==> src/rtl/l2_sdp_pkg.sv <==
// Shared constants, response record and byte-strobe merge helper for the
// L2 simple-dual-port data array read path.
package l2_sdp_pkg;

  localparam int L2_SDP_AW    = 10;
  localparam int L2_SDP_DW    = 256;
  localparam int L2_SDP_BW    = 32;
  localparam int L2_SDP_TAG_W = 4;

  typedef struct packed {
    logic [L2_SDP_DW-1:0]    data;
    logic [L2_SDP_TAG_W-1:0] tag;
  } l2_sdp_rsp_t;

  // Bytes whose strobe bit is set come from new_data, all others from old_data.
  function automatic logic [L2_SDP_DW-1:0] l2_sdp_merge(
    input logic [L2_SDP_DW-1:0] old_data,
    input logic [L2_SDP_DW-1:0] new_data,
    input logic [L2_SDP_BW-1:0] strb
  );
    logic [L2_SDP_DW-1:0] res;
    res = old_data;
    for (int b = 0; b < L2_SDP_BW; b++) begin
      if (strb[b]) res[b*8 +: 8] = new_data[b*8 +: 8];
    end
    return res;
  endfunction

endpackage

==> src/rtl/l2_sdp_rsp_fifo.sv <==
// Small synchronous FIFO of read responses with an occupancy count; the head
// entry is presented on data_o and reads as zero while the FIFO is empty.
module l2_sdp_rsp_fifo
  import l2_sdp_pkg::*;
#(
  parameter int DEPTH = 2
) (
  input  logic                   clk_i,
  input  logic                   rst_ni,
  input  logic                   push_i,
  input  l2_sdp_rsp_t            data_i,
  input  logic                   pop_i,
  output l2_sdp_rsp_t            data_o,
  output logic                   empty_o,
  output logic [$clog2(DEPTH):0] count_o
);

  localparam int PW = $clog2(DEPTH);

  l2_sdp_rsp_t   mem_q [DEPTH];
  logic [PW-1:0] wptr_q, wptr_d;
  logic [PW-1:0] rptr_q, rptr_d;
  logic [PW:0]   count_q, count_d;
  logic          do_pop;

  assign do_pop = pop_i & (count_q != '0);

  always_comb begin
    wptr_d  = wptr_q;
    rptr_d  = rptr_q;
    count_d = count_q + (PW+1)'(push_i) - (PW+1)'(do_pop);
    if (push_i) wptr_d = wptr_q + PW'(1);
    if (do_pop) rptr_d = rptr_q + PW'(1);
  end

  always_ff @(posedge clk_i or negedge rst_ni) begin
    if (!rst_ni) begin
      wptr_q  <= '0;
      rptr_q  <= '0;
      count_q <= '0;
    end else begin
      wptr_q  <= wptr_d;
      rptr_q  <= rptr_d;
      count_q <= count_d;
    end
  end

  // Storage needs no reset: its contents are only visible while count_q != 0.
  always_ff @(posedge clk_i) begin
    if (push_i) mem_q[wptr_q] <= data_i;
  end

  assign empty_o = (count_q == '0);
  assign data_o  = empty_o ? '0 : mem_q[rptr_q];
  assign count_o = count_q;

endmodule

==> src/rtl/l2_sdp_rd_ctrl.sv <==
// Read-side controller for the 1024x256 L2 SDP array: issues reads, captures
// data one cycle later and returns it through a credit-protected output FIFO.
// Define L2_SDP_RD_FWD_EN to forward same-cycle colliding writes (write-first).
module l2_sdp_rd_ctrl
  import l2_sdp_pkg::*;
#(
  parameter int AW        = L2_SDP_AW,
  parameter int DW        = L2_SDP_DW,
  parameter int TAG_W     = L2_SDP_TAG_W,
  parameter int OUT_DEPTH = 2
) (
  input  logic              clk_i,
  input  logic              rst_ni,
  input  logic              req_vld_i,
  output logic              req_rdy_o,
  input  logic [AW-1:0]     req_addr_i,
  input  logic [TAG_W-1:0]  req_tag_i,
  output logic              ram_re_o,
  output logic [AW-1:0]     ram_raddr_o,
  input  logic [DW-1:0]     ram_rdata_i,
  input  logic              wr_we_i,
  input  logic [AW-1:0]     wr_addr_i,
  input  logic [DW-1:0]     wr_data_i,
  input  logic [DW/8-1:0]   wr_strob_i,
  output logic              rsp_vld_o,
  input  logic              rsp_rdy_i,
  output logic [DW-1:0]     rsp_data_o,
  output logic [TAG_W-1:0]  rsp_tag_o
);

  localparam int CW = $clog2(OUT_DEPTH) + 1;

  logic             rdy_q;
  logic             inflight_q, inflight_d;
  logic [TAG_W-1:0] tag_q, tag_d;
  logic [CW-1:0]    fifo_count;
  logic [CW-1:0]    occupancy;
  logic             fifo_empty;
  logic             pop;
  logic             issue;
  logic [DW-1:0]    cap_data;
  l2_sdp_rsp_t      push_rsp;
  l2_sdp_rsp_t      head_rsp;

  // Every issued read owns a FIFO slot until popped, so capture never overflows.
  assign pop         = rsp_vld_o & rsp_rdy_i;
  assign occupancy   = fifo_count + CW'(inflight_q) - CW'(pop);
  assign req_rdy_o   = rdy_q & (occupancy < CW'(OUT_DEPTH));
  assign issue       = req_vld_i & req_rdy_o;
  assign ram_re_o    = issue;
  assign ram_raddr_o = rdy_q ? req_addr_i : '0;

  always_comb begin
    inflight_d = issue;
    tag_d      = issue ? req_tag_i : tag_q;
  end

  always_ff @(posedge clk_i or negedge rst_ni) begin
    if (!rst_ni) begin
      rdy_q      <= 1'b0;
      inflight_q <= 1'b0;
      tag_q      <= '0;
    end else begin
      rdy_q      <= 1'b1;
      inflight_q <= inflight_d;
      tag_q      <= tag_d;
    end
  end

`ifdef L2_SDP_RD_FWD_EN
  logic            fwd_hit_q, fwd_hit_d;
  logic [DW-1:0]   fwd_data_q, fwd_data_d;
  logic [DW/8-1:0] fwd_strb_q, fwd_strb_d;

  always_comb begin
    fwd_hit_d  = issue & wr_we_i & (wr_addr_i == ram_raddr_o);
    fwd_data_d = fwd_data_q;
    fwd_strb_d = fwd_strb_q;
    if (fwd_hit_d) begin
      fwd_data_d = wr_data_i;
      fwd_strb_d = wr_strob_i;
    end
  end

  always_ff @(posedge clk_i or negedge rst_ni) begin
    if (!rst_ni) begin
      fwd_hit_q  <= 1'b0;
      fwd_data_q <= '0;
      fwd_strb_q <= '0;
    end else begin
      fwd_hit_q  <= fwd_hit_d;
      fwd_data_q <= fwd_data_d;
      fwd_strb_q <= fwd_strb_d;
    end
  end

  assign cap_data = fwd_hit_q ? l2_sdp_merge(ram_rdata_i, fwd_data_q, fwd_strb_q)
                              : ram_rdata_i;
`else
  logic wr_unused;
  assign wr_unused = ^{wr_we_i, wr_addr_i, wr_data_i, wr_strob_i};
  assign cap_data  = ram_rdata_i;
`endif

  assign push_rsp.data = cap_data;
  assign push_rsp.tag  = tag_q;

  l2_sdp_rsp_fifo #(
    .DEPTH (OUT_DEPTH)
  ) u_rsp_fifo (
    .clk_i   (clk_i),
    .rst_ni  (rst_ni),
    .push_i  (inflight_q),
    .data_i  (push_rsp),
    .pop_i   (pop),
    .data_o  (head_rsp),
    .empty_o (fifo_empty),
    .count_o (fifo_count)
  );

  assign rsp_vld_o  = ~fifo_empty;
  assign rsp_data_o = head_rsp.data;
  assign rsp_tag_o  = head_rsp.tag;

endmodule

==> config.mk <==
export PLATFORM = sky130hd
export DESIGN_NAME = l2_sdp_rd_ctrl
export DESIGN_NICKNAME = d
export VERILOG_FILES = /design/src/rtl/l2_sdp_pkg.sv /design/src/rtl/l2_sdp_rsp_fifo.sv /design/src/rtl/l2_sdp_rd_ctrl.sv
export SDC_FILE = /design/constraint.sdc
export NUM_CORES = 1
export LEC_CHECK = 0
export ABC_AREA = 1
export CORE_AREA = 2 2 331 333
export CTS_CLUSTER_DIAMETER = 80
export DETAILED_ROUTE_END_ITERATION = 16
export DIE_AREA = 0 0 333 335
export HOLD_SLACK_MARGIN = 0.12
export PLACE_DENSITY = 0.38
export SYNTH_ARGS = -nofsm -noshare
export SYNTH_HDL_FRONTEND = slang
export SYNTH_SLANG_ARGS = --single-unit
==> constraint.sdc <==
create_clock -name clk_i -period 21.8 [get_ports clk_i]
set_input_delay 4.36 -clock clk_i [delete_from_list [all_inputs] [get_ports clk_i]]
set_output_delay 4.36 -clock clk_i [all_outputs]
set_load 0.005 [all_outputs]
# Word-level counts from Yosys, hierarchy flattened
# Memory sizes are Yosys's and may differ from the RTL's.
# Cells that the tools add are included.
dict set report word_totals {
  reg_bits 10
  latch_bits 0
  ramBits 520
  mem_bits_ro 0
  in_bits 573
  out_inout_bits 273
  elab_cells 24
  n_memories 1
}
dict set report op_classes {
  addsub 5
  multipliers 0
  div_mod_pow 0
  order_cmp 1
  eq_ne 0
  shifts 0
  mux 4
  bitwise_logic 5
  n_reduce_logical 2
}
# memory depth word_bits rd rd_ports_with_merged_regs wr line_no
set mem_list {}
lappend mem_list {u_rsp_fifo.mem_q 2 260 1 0 1 l2_sdp_rsp_fifo.sv:20} ;# l2_sdp_rsp_t mem_q [DEPTH];
# operator n
set ops {}
lappend ops {{two-way mux 260 bit} 1}
lappend ops {{two-way mux 10 bit} 1}
lappend ops {{AND 1 bit} 4}
lappend ops {{subtractor 2 x 1 -> 2 bit} 2}
lappend ops {{adder 1 bit (second input constant)} 2}
lappend ops {{adder 2 x 1 -> 2 bit} 1}
lappend ops {{zero test 2 bit} 1}
lappend ops {{less-than comparator 2 bit (second input constant)} 1}
lappend ops {{two-way mux 1 bit} 2}
lappend ops {{nonzero test 2 bit} 1}
lappend ops {{NOT 1 bit} 1}

# Depth between registers and ports, before layout
# Gate-level depths: netlist of the first run.
dict set report depth {
  word_depth 7
  mapped_depth 13
  ltp_nobuf 13
}

# By module
# A second synthesis of the first run with hierarchy kept.
dict set report unflattened {
  hier_cells 1475
  area_unflattened_um2 19994.2
}
# mod n_inst cells_each area_per_inst_um2 seq_area_each_um2
set by_module_without_submodules {}
lappend by_module_without_submodules {l2_sdp_rsp_fifo 1 1415 19596.3 15715.1}
lappend by_module_without_submodules {l2_sdp_rd_ctrl 1 60 397.9 150.1}

# Least setup slack after synthesis of the first run
# OpenSTA, ideal clock, no wires.
dict set report synth_path {
  kind {register to register}
  from {register inflight_q}
  to {memory u_rsp_fifo.mem_q[0][0] in the netlist's numbering, enable pin}
  setup_ns 0.891
  arrival_ns 11.292
  required_ns 20.909
  path_slack_ns 9.617
  stages_incl_launch_ff 3
  path_buffers 0
  period_less_slack_ns 12.183
  path_cell_list {dfrtp_1 -> inv_1 -> nor2_1}
}
dict set report synth_via {
  elab_chain_cells 2
}
# item line_no
set synth_rtl {}
lappend synth_rtl {{from (decl)} l2_sdp_rd_ctrl.sv:34} ;# logic inflight_q, inflight_d;
lappend synth_rtl {{from (signal assigned)} l2_sdp_rd_ctrl.sv:65} ;# inflight_q <= inflight_d;
lappend synth_rtl {{two-way mux 1 bit} l2_sdp_rsp_fifo.sv:50} ;# if (push_i) mem_q[wptr_q] <= data_i;
lappend synth_rtl {{two-way mux 1 bit (implied by the code)} l2_sdp_rsp_fifo.sv:50}
lappend synth_rtl {{to (decl)} l2_sdp_rsp_fifo.sv:20}
# No other way between the ends.

# Worst setup path after layout of the first run
dict set report layout_path {
  from {input port rsp_rdy_i}
  to {output port ram_re_o}
}
dict set report layout_via {
  elab_chain_cells 5
}
# item line_no
set layout_rtl {}
lappend layout_rtl {{from (decl)} l2_sdp_rd_ctrl.sv:26} ;# input logic rsp_rdy_i,
lappend layout_rtl {{AND 1 bit} l2_sdp_rd_ctrl.sv:46} ;# assign pop = rsp_vld_o & rsp_rdy_i;
lappend layout_rtl {{subtractor 2 x 1 -> 2 bit} l2_sdp_rd_ctrl.sv:47} ;# assign occupancy = fifo_count + CW'(inflight_q) - CW'(pop);
lappend layout_rtl {{less-than comparator 2 bit} l2_sdp_rd_ctrl.sv:48} ;# assign req_rdy_o = rdy_q & (occupancy < CW'(OUT_DEPTH));
lappend layout_rtl {{AND 1 bit} l2_sdp_rd_ctrl.sv:48}
lappend layout_rtl {{AND 1 bit} l2_sdp_rd_ctrl.sv:49} ;# assign issue = req_vld_i & req_rdy_o;
lappend layout_rtl {{to (decl)} l2_sdp_rd_ctrl.sv:18} ;# output logic ram_re_o,
# No other way between the ends.

==> run metrics, run 1 <==
status finished clean; worst r2r src inflight_q$_DFF_PN0_; layout cells sized above 1 under 10%; Routed Antenna Nets 0; Syn Nets 2,034; DRC viols 0; Fillers about 11,000; synthesized area 0.0199 mm²; Main synth FF type edfxtp_1; ys async rst share 1.89%; area grow syn2layout 45.3%; final WL 62,100 µm; Post-CTS Setup Bufs 0; Setup crit start kind input port; WL met3 about 5100 µm; Synth Register Bits 530; minimum clock period 10.77 ns; core region area 0.108 mm²; HPWL after DPL 38,400 µm; num ports roughly 850; Max transition margin 28.1%; via count 13,300; r2r setup slk approximately 18 ns; Vias per Instance ~3.8; Max clock buf depth 3; Die Y between 300 and 400 µm; post-synth cell types 19; Synth Instances between 1,000 and 1,500; VDD IR max 0.0816 mV; top layer in use met5; Total Routing Usage GR 10.7%; port bufs 546; fmax roughly 0.093 GHz; Die Wd 333 µm; RR Endpoint u_rsp_fifo.mem_q[1][106]$_DFFE_PP_; setup_tns 0 ns; largest net degree at the start of global routing 134; peak fanout along the critical path 7; most frequent cells after synthesis nand2_1 (546), edfxtp_1 (520), a21oi_1 (260); Worst-path clk slew 0.05 ns; worst path arrival time 6.41 ns; Seq/Total Area, Yosys around four fifths; Initial DRC Count 676; Max Slew Vio Count 0; Starting Density 18.4%; Hold Crit Class register to register; GPL Wtd Cong 0.729; crit path kind input port to output pin; Final setup viols 0; gr ovfl total 0; main area contributors after synthesis edfxtp_1 (78%), nand2_1 (10%), a21oi_1 (6.5%); Routed wire per std cell 17.9 µm; worst hold stages 0; crit end category output pin; DR WL met2 approximately 31,000 µm; Fin Clk Skew approximately 0.027 ns; Syn Area/Cell 13.7 µm²; DR pass1 iterations 4; area share of the largest cell type after synthesis 78.3%; Static Leakage 9.86 nW; Buf/Inv on CP 5; worst skew pair latency 0.61 ns; number of max-cap violations 0; DRT met1 WL 23,900 µm; Crit-path slowest cell clkdlybuf4s50_1; critical path's largest stage delay 0.57 ns; Worst Tran Pin Value 1.08 ns; Rows 121; critical-path cell list clkdlybuf4s50_1 -> nand2_1 -> inv_1 -> ha_1 -> inv_1 -> nand2_1 -> nand2_1 -> nand2_1 -> nand2_1 -> nand3_2 -> inv_1 -> clkdlybuf4s50_1; Finished Layout Cells 3,473; area leader, netlist edfxtp_1; Post-Place Cells 3,346; post_cts resized 0; period utilization 49.4%; top-count cell post-synth nand2_1; number of synthesized flops with an enable pin 520; H-tree depth 3; reg2reg path depth 4; Total Nets Final 2,578; hold endpoint u_rsp_fifo.mem_q[1][3]$_DFFE_PP_; TritonCTS Buffers 69; # clock sinks 530; DIE AREA 0.112 mm²; Hold-fix buffers, CTS 0; YS warnings 0; critical hold path startpoint tag_q[3]$_DFFE_PN0P_; most used cell, CP nand2_1; Crit path max-delay family buffers and inverters; final hold vios 0; pwr dens 132 mW/mm²; vias in the first global route 13,400; initial antenna violation count 14; CTS tree yes; clk root buf clkbuf_16; CP required 17.44 ns; overall power about 3.8 mW; first-pass GRT wire length 89,000 µm; unrepaired setup endpoints after global routing false
==> per-layer routing <==
metal,vias up,GRT usage [%]
met3,105,4.41
met4,20,3.59
met2,394,18.5
li1,6247,-
met1,6485,11.9
met5,-,0
==> cell families after synthesis <==
kind of cell / after synthesis / synth area share [%]
adder cells (fa/ha/maj): 2 / 0.125
XOR/XNOR: 2 / 0.0879
AND/OR/NAND/NOR: 554 / 10.6
buffers and inverters: 110 / 3.11
AO/OA/AOI/OAI: 260 / 6.53
other: 1 / 0.0188
flip-flops: 530 / 79.6
==> worst max path at each step <==
stage	startpoint	end	depth (start not counted)
after floorplan	inflight_q$_DFF_PN0_	u_rsp_fifo.mem_q[0][0]$_DFFE_PP_	2
after CTS	rsp_rdy_i	ram_re_o	12
after global placement	rsp_rdy_i	ram_re_o	12
final	rsp_rdy_i	ram_re_o	12
after detailed placement	rsp_rdy_i	ram_re_o	12
after global routing	rsp_rdy_i	ram_re_o	12
==> through the flow <==
stage | hold slack, ns | setup WS (ns) | cell area (µm²) | util, %
finish | 0.475 | 11.03 | 29000 | 26.8
global route | 0.489 | 10.85 | 29000 | 26.8
CTS | 0.479 | 10.99 | 29000 | 26.8
detailed placement | 0.465 | 11.01 | 26800 | 24.8
global placement | 0.457 | 10.99 | 26800 | 24.8
floorplan | 0.442 | 9.62 | 19900 | -
==> where the power goes <==
| part | leakage [nW] | internal (mW) | switching [mW] |
|---|---|---|---|
| registers | 4.85 | 1.28 | 0.0534 |
| logic | 3.97 | 0.659 | 0.743 |
| clock network | 1.05 | 0.651 | 0.429 |
| total | 9.86 | 2.59 | 1.23 |
==> state kept, by name, indices dropped and copies added, names as in the netlist <==
name and count:
tag_q 4, u_rsp_fifo.wptr_q 1, u_rsp_fifo.count_o 2, inflight_q 1, u_rsp_fifo.mem_q 520, u_rsp_fifo.rptr_q 1, rdy_q 1
==> placed cells by master (no fill, tap or decap), types with 3 or more instances in the layout <==
| cell | count |
|---|---|
| clkinvlp_4 | 3 |
| inv_6 | 3 |
| clkdlybuf4s50_1 | 546 |
| nand2_1 | 546 |
| buf_12 | 3 |
| nand4_1 | 4 |
| edfxtp_1 | 520 |
| clkbuf_16 | 72 |
| buf_4 | 11 |
| clkbuf_1 | 16 |
| dfrtp_1 | 9 |
| a21oi_1 | 260 |
| clkinv_2 | 9 |
| bufinv_16 | 4 |
| clkinv_1 | 17 |
| inv_1 | 21 |
==> cell type report <==
type                       instances  area (µm²)  area share (%)
clock buffer                      88        1860            6.43
sequential                       530       15900            54.8
timing repair buffer             560        5610            19.4
multi-input combinational        819        3460            11.9
tap                             1414        1770            6.11
clock inverter                    37         294            1.02
inverter                          23         101           0.350
antenna                            2        5.00          0.0173
Power figures use the tool's default switching activity.
==> run 2, diff against run 1 <==
- CORE_AREA: 2 2 331 333 -> 2 2 326 328
- DIE_AREA: 0 0 333 335 -> 0 0 328 330
- PLACE_DENSITY: 0.38 -> 0.41
- clock period: 21.8 -> 9.8 ns (I/O delays scaled with it)
==> run 2 against run 1 <==
Net effect:
- final cell count decreased by 0.92%
- utilization increased by 0.75 points
- clock power increased by 120%
- total power increased by 120%
- critical endpoint unchanged
- largest power group unchanged
- combinational power increased by 120%
- cell area decreased by 0.47%
- die area decreased by 3.0%
- worst hold slack improved by 0.0050 ns
- critical path depth unchanged
- register-to-register slack got worse by 12 ns
- critical path type unchanged
- clock skew decreased by 0.0088 ns
- global-route usage about the same
==> run metrics, run 2 (synthesis results as in run 1) <==
Max clock buf depth 3 (unchanged); Hold Crit Class register to register; critical path's largest stage delay 0.55 ns (-0.02 ns); largest net degree at the start of global routing 169 (+26%); WL met3 5250 µm (+2.7%); Fin Clk Skew 0.0177 ns (-0.00885 ns); HPWL after DPL 36,300 µm (-5.6%); worst skew pair latency 0.61 ns (about the same); CP required 7.84 ns (-9.60 ns); Starting Density 19.0% (+0.60 points); DRT met1 WL 23,900 µm (-0.15%); Routed Antenna Nets 0 (unchanged); post_cts resized 0 (unchanged); fmax between 0.15 and 0.2 GHz; setup_tns 0 ns (unchanged); unrepaired setup endpoints after global routing false; TritonCTS Buffers 67 (-2.9%); GPL Wtd Cong 0.713 (-2.3%); gr ovfl total 0 (unchanged); most used cell, CP nand2_1; Total Routing Usage GR 10.7% (-0.037 points); final WL 60,200 µm (-3.0%); Total Nets Final 2,575 (-0.12%); fin util 27.5% (+0.75 points); via count 13,100 (-1.4%); H-tree depth 3 (unchanged); DRC viols 0 (unchanged); commonest non-fill, non-tap cells in the layout nand2_1 (546), clkdlybuf4s50_1 (546), edfxtp_1 (520), a21oi_1 (260), clkbuf_16 (69); Rows 119 (-1.7%); minimum clock period around 6.0 ns; Hold-fix buffers, CTS 0 (unchanged); reg2reg path depth 4 (unchanged); Crit path max-delay family buffers and inverters; max reg flops 520 (unchanged); Max Slew Vio Count 0 (unchanged); worst r2r src inflight_q$_DFF_PN0_; core region area 0.105 mm² (-3.2%); Static Leakage 9.81 nW (-0.49%); DR WL met2 29,500 µm (-6.3%); Vias per Instance 3.80 (-0.48%); DIE AREA 0.108 mm² (-3.0%); vias in the first global route 13,200 (-1.5%); critical-path cell list clkdlybuf4s50_1 -> nand2_1 -> inv_1 -> ha_1 -> inv_1 -> nand2_1 -> nand2_1 -> nand2_1 -> nand2_1 -> nand3_2 -> inv_1 -> clkdlybuf4s50_1; Worst-path clk slew 0.06 ns (about the same); Initial DRC Count 708 (+4.7%); critical hold path startpoint tag_q[3]$_DFFE_PN0P_; top layer in use met5; period utilization 60.9%; # clock sinks 530 (unchanged); Routed wire per std cell 17.5 µm (-2.1%); crit path kind input port to output pin; CTS tree yes; most flop-heavy register u_rsp_fifo.mem_q; first-pass GRT wire length 86,200 µm (-3.2%); Setup crit start kind input port; worst path arrival time 4.01 ns (-2.40 ns); Max transition margin 19.7% (-8.4 points); status finished clean; Die Wd 328 µm (-1.5%); Worst Tran Pin Value 1.20 ns (+0.126 ns); num ports 846 (unchanged); layout cells sized above 1 5.52% (+0.078 points); r2r setup slk 6.64 ns (-11.85 ns); VDD IR max 0.230 mV (+180%); area grow syn2layout 44.6%; number of max-cap violations 0 (unchanged); crit end category output pin; RR Endpoint u_rsp_fifo.mem_q[1][148]$_DFFE_PP_; initial antenna violation count 13 (-1); Die Y 330 µm (-1.5%); worst hold stages 0 (unchanged); final hold vios 0 (unchanged); pwr dens 290 mW/mm² (+120%); hold endpoint u_rsp_fifo.mem_q[0][3]$_DFFE_PP_; Crit-path slowest cell clkdlybuf4s50_1; peak fanout along the critical path 7 (unchanged); DR pass1 iterations 4 (unchanged); port bufs 546 (unchanged); Final setup viols 0 (unchanged); Post-CTS Setup Bufs 0 (unchanged); clk root buf clkbuf_16; Buf/Inv on CP 5 (unchanged)
==> run 2: changes by cell type in the layout (fill, tap and decap cells not counted) <==
cell       delta
clkinv_4      +2
clkinv_8      +1
clkinv_2      +1
diode_2       +2
bufinv_16     -1
buf_12        -1
inv_8         +1
clkbuf_16     -3
inv_6         +1
clkinv_1      -8
clkbuf_1      -4
==> run 2: layout make-up <==
cell class,count,area (µm²)
Multi-Input combinational cell,819,3460
Tap cell,1391,1740
Inverter,23,101
Clock inverter,34,293
Fill cell,10700,75800
Antenna cell,4,10.0
Timing Repair Buffer,559,5590
Clock buffer,81,1770
Sequential cell,530,15900
==> run 2: where the power goes <==
part	total, mW	switching [mW]	internal [mW]
Combinational	3.10	1.64	1.46
Sequential	2.94	0.109	2.84
Clock	2.33	0.957	1.37
==> run 2: layer usage <==
metal  up-vias  track usage [%]
li1       6229                -
met1      6329             12.4
met3        99             4.63
met4        18             3.44
met5         -                0
met2       391             17.7
==> run 2: per-stage QoR <==
stage	std cells	setup WS, ns	power, mW	cell area [µm²]	hold slack (ns)
2_1_floorplan	1459	2.12	4.33	19900	0.442
3_3_place_gp	3322	3.77	6.19	26800	0.452
3_5_place_dp	3322	3.81	6.20	26800	0.461
4_1_cts	3437	3.61	8.60	28800	0.478
5_1_grt	3440	3.51	8.89	28800	0.491
6_report	3441	3.83	8.37	28800	0.480
==> run 2: worst max-delay path by stage <==
stage,cells past startpoint,from,to,slack (ns)
2_1_floorplan,1,u_rsp_fifo.wptr_q$_DFFE_PN0P_,u_rsp_fifo.mem_q[0][0]$_DFFE_PP_,2.12
3_3_place_gp,12,rsp_rdy_i,ram_re_o,3.77
3_5_place_dp,12,rsp_rdy_i,ram_re_o,3.81
4_1_cts,5,u_rsp_fifo.rptr_q$_DFFE_PN0P_,rsp_data_o[150],3.61
5_1_grt,5,u_rsp_fifo.rptr_q$_DFFE_PN0P_,rsp_data_o[160],3.51
6_report,12,rsp_rdy_i,ram_re_o,3.83
==> run 3, diff against run 2 <==
- CORE_AREA: 2 2 326 328 -> 2 2 329 331
- DIE_AREA: 0 0 328 330 -> 0 0 331 333
- PLACE_DENSITY: 0.41 -> 0.39
- clock period: 9.8 -> 5.6 ns (I/O delays scaled with it)
==> run 3 against run 2 <==
Net effect:
- clock skew decreased by 0.00050 ns
- combinational power increased by 78%
- critical endpoint is now rsp_data_o[135]
- first-iteration DRC count decreased by 16%
- via count increased by 0.82%
==> run metrics, run 3 (synthesis results as in run 1) <==
Total Routing Usage GR 10.7% (-0.018 points); crit end category output pin; vias in the first global route 13,400 (+1.4%); Setup crit start kind register; post_cts resized 0 (unchanged); Fin Clk Skew 0.0172 ns (-0.000504 ns); Initial DRC Count 594 (-16%); first-pass GRT wire length 87,800 µm (+1.9%); unrepaired setup endpoints after global routing false; area grow syn2layout 45.2%; minimum clock period around 4.6 ns; GPL Wtd Cong 0.715 (+0.31%); worst skew pair latency 0.61 ns (about the same); Rows 120 (+0.84%); H-tree depth 3 (unchanged); r2r setup slk 3.57 ns (-3.07 ns); period utilization 82.4%; Max transition margin 21.3% (+1.6 points); DIE AREA 0.110 mm² (+1.8%); Die Wd 331 µm (+0.91%); worst path arrival time 3.50 ns (-0.51 ns); area post-placement 0.0269 mm² (+0.37%); fmax 0.217 GHz; Hold-fix buffers, CTS 0 (unchanged); gr ovfl total 0 (unchanged); peak fanout along the critical path 98 (+91); setup_tns 0 ns (unchanged); Static Leakage 9.85 nW (+0.35%); pre-CTS setup slack 1.30 ns (-2.51 ns); Post-CTS Setup Bufs 0 (unchanged); Hold Crit Class register to register; Worst-path clk slew 0.06 ns (about the same); Routed wire per std cell 17.7 µm (+0.94%); num ports 846 (unchanged); clk root buf clkbuf_16; DRC viols 0 (unchanged); Final setup viols 0 (unchanged); largest net degree at the start of global routing 148 (-12%); initial antenna violation count 8 (-5); DR pass1 iterations 6 (+2); Worst Tran Pin Value 1.18 ns (-0.0236 ns); layout cells sized above 1 5.21% (-0.31 points); VDD IR max 0.301 mV (+31%); most flop-heavy register u_rsp_fifo.mem_q; Vias per Instance 3.81 (+0.38%); fin util 27.2% (-0.39 points); CP required 4.48 ns (-3.36 ns); status finished clean; Die Y 333 µm (+0.91%); CTS tree yes; # clock sinks 530 (unchanged); HPWL after DPL 37,300 µm (+2.9%); Total Nets Final 2,576 (+0.039%); port bufs 546 (unchanged); number of max-cap violations 0 (unchanged); crit path kind register to output pin; final hold vios 0 (unchanged); commonest non-fill, non-tap cells in the layout nand2_1 (546), clkdlybuf4s50_1 (546), edfxtp_1 (520), a21oi_1 (260), clkbuf_16 (73); final WL 61,100 µm (+1.4%); core region area 0.107 mm² (+1.8%); max reg flops 520 (unchanged); TritonCTS Buffers 68 (+1.5%); Max Slew Vio Count 0 (unchanged); final instance area 0.0290 mm² (+0.42%); Routed Antenna Nets 0 (unchanged); overall power 14.8 mW (+77%); Starting Density 18.7% (-0.34 points); pwr dens 511 mW/mm² (+76%); via count 13,200 (+0.82%); final worst setup slack 0.983 ns (-2.85 ns); Max clock buf depth 3 (unchanged)
-- run 3: final timing paths --
check                                         startpoint                           endpoint  cells past startpoint
max                        u_rsp_fifo.rptr_q$_DFFE_PN0P_                    rsp_data_o[135]                      5
min                                 tag_q[2]$_DFFE_PN0P_   u_rsp_fifo.mem_q[1][2]$_DFFE_PP_                      0
max reg2reg                u_rsp_fifo.wptr_q$_DFFE_PN0P_  u_rsp_fifo.mem_q[1][88]$_DFFE_PP_                      3
min reg2reg                         tag_q[2]$_DFFE_PN0P_   u_rsp_fifo.mem_q[1][2]$_DFFE_PP_                      0
max in group asynchronous                         rst_ni      u_rsp_fifo.rptr_q$_DFFE_PN0P_                      1
min in group asynchronous                         rst_ni               tag_q[0]$_DFFE_PN0P_                      1
-- run 3: stage by stage --
stage / hold slack, ns / instances
2_1_floorplan: 0.442 / 1459
3_3_place_gp: 0.457 / 3334
3_5_place_dp: 0.469 / 3334
4_1_cts: 0.484 / 3455
5_1_grt: 0.503 / 3455
6_report: 0.484 / 3456
-- run 3: critical path: stages (launching register included) --
cell             delay [ns]
dfrtp_4                0.70
inv_8                  0.60
buf_4                  0.46
nand2_1                0.09
a21oi_1                0.24
clkdlybuf4s50_1        0.64
-- run 3: layout make-up --
cell class / count / area, µm²
timing repair buffer: 559 / 5680
multi-input combinational: 819 / 3460
fill: 11000 / 77600
clock buffer: 85 / 1870
tap: 1403 / 1760
antenna: 1 / 2.50
clock inverter: 36 / 221
sequential: 530 / 15900
inverter: 23 / 97.6
-- run 3: where the power goes --
group          internal [mW]  switching [mW]
clock network           2.45            1.66
registers               4.97           0.183
logic                   2.60            2.93
total                   10.0            4.77
-- run 3: routing by layer --
layer | global-route usage, % | wire length (µm) | up-vias
met3 | 4.82 | 5700 | 104
met2 | 18.3 | 30400 | 406
met5 | 0 | 100 | -
met4 | 3.19 | 1440 | 16
li1 | - | - | 6232
met1 | 11.7 | 23400 | 6415
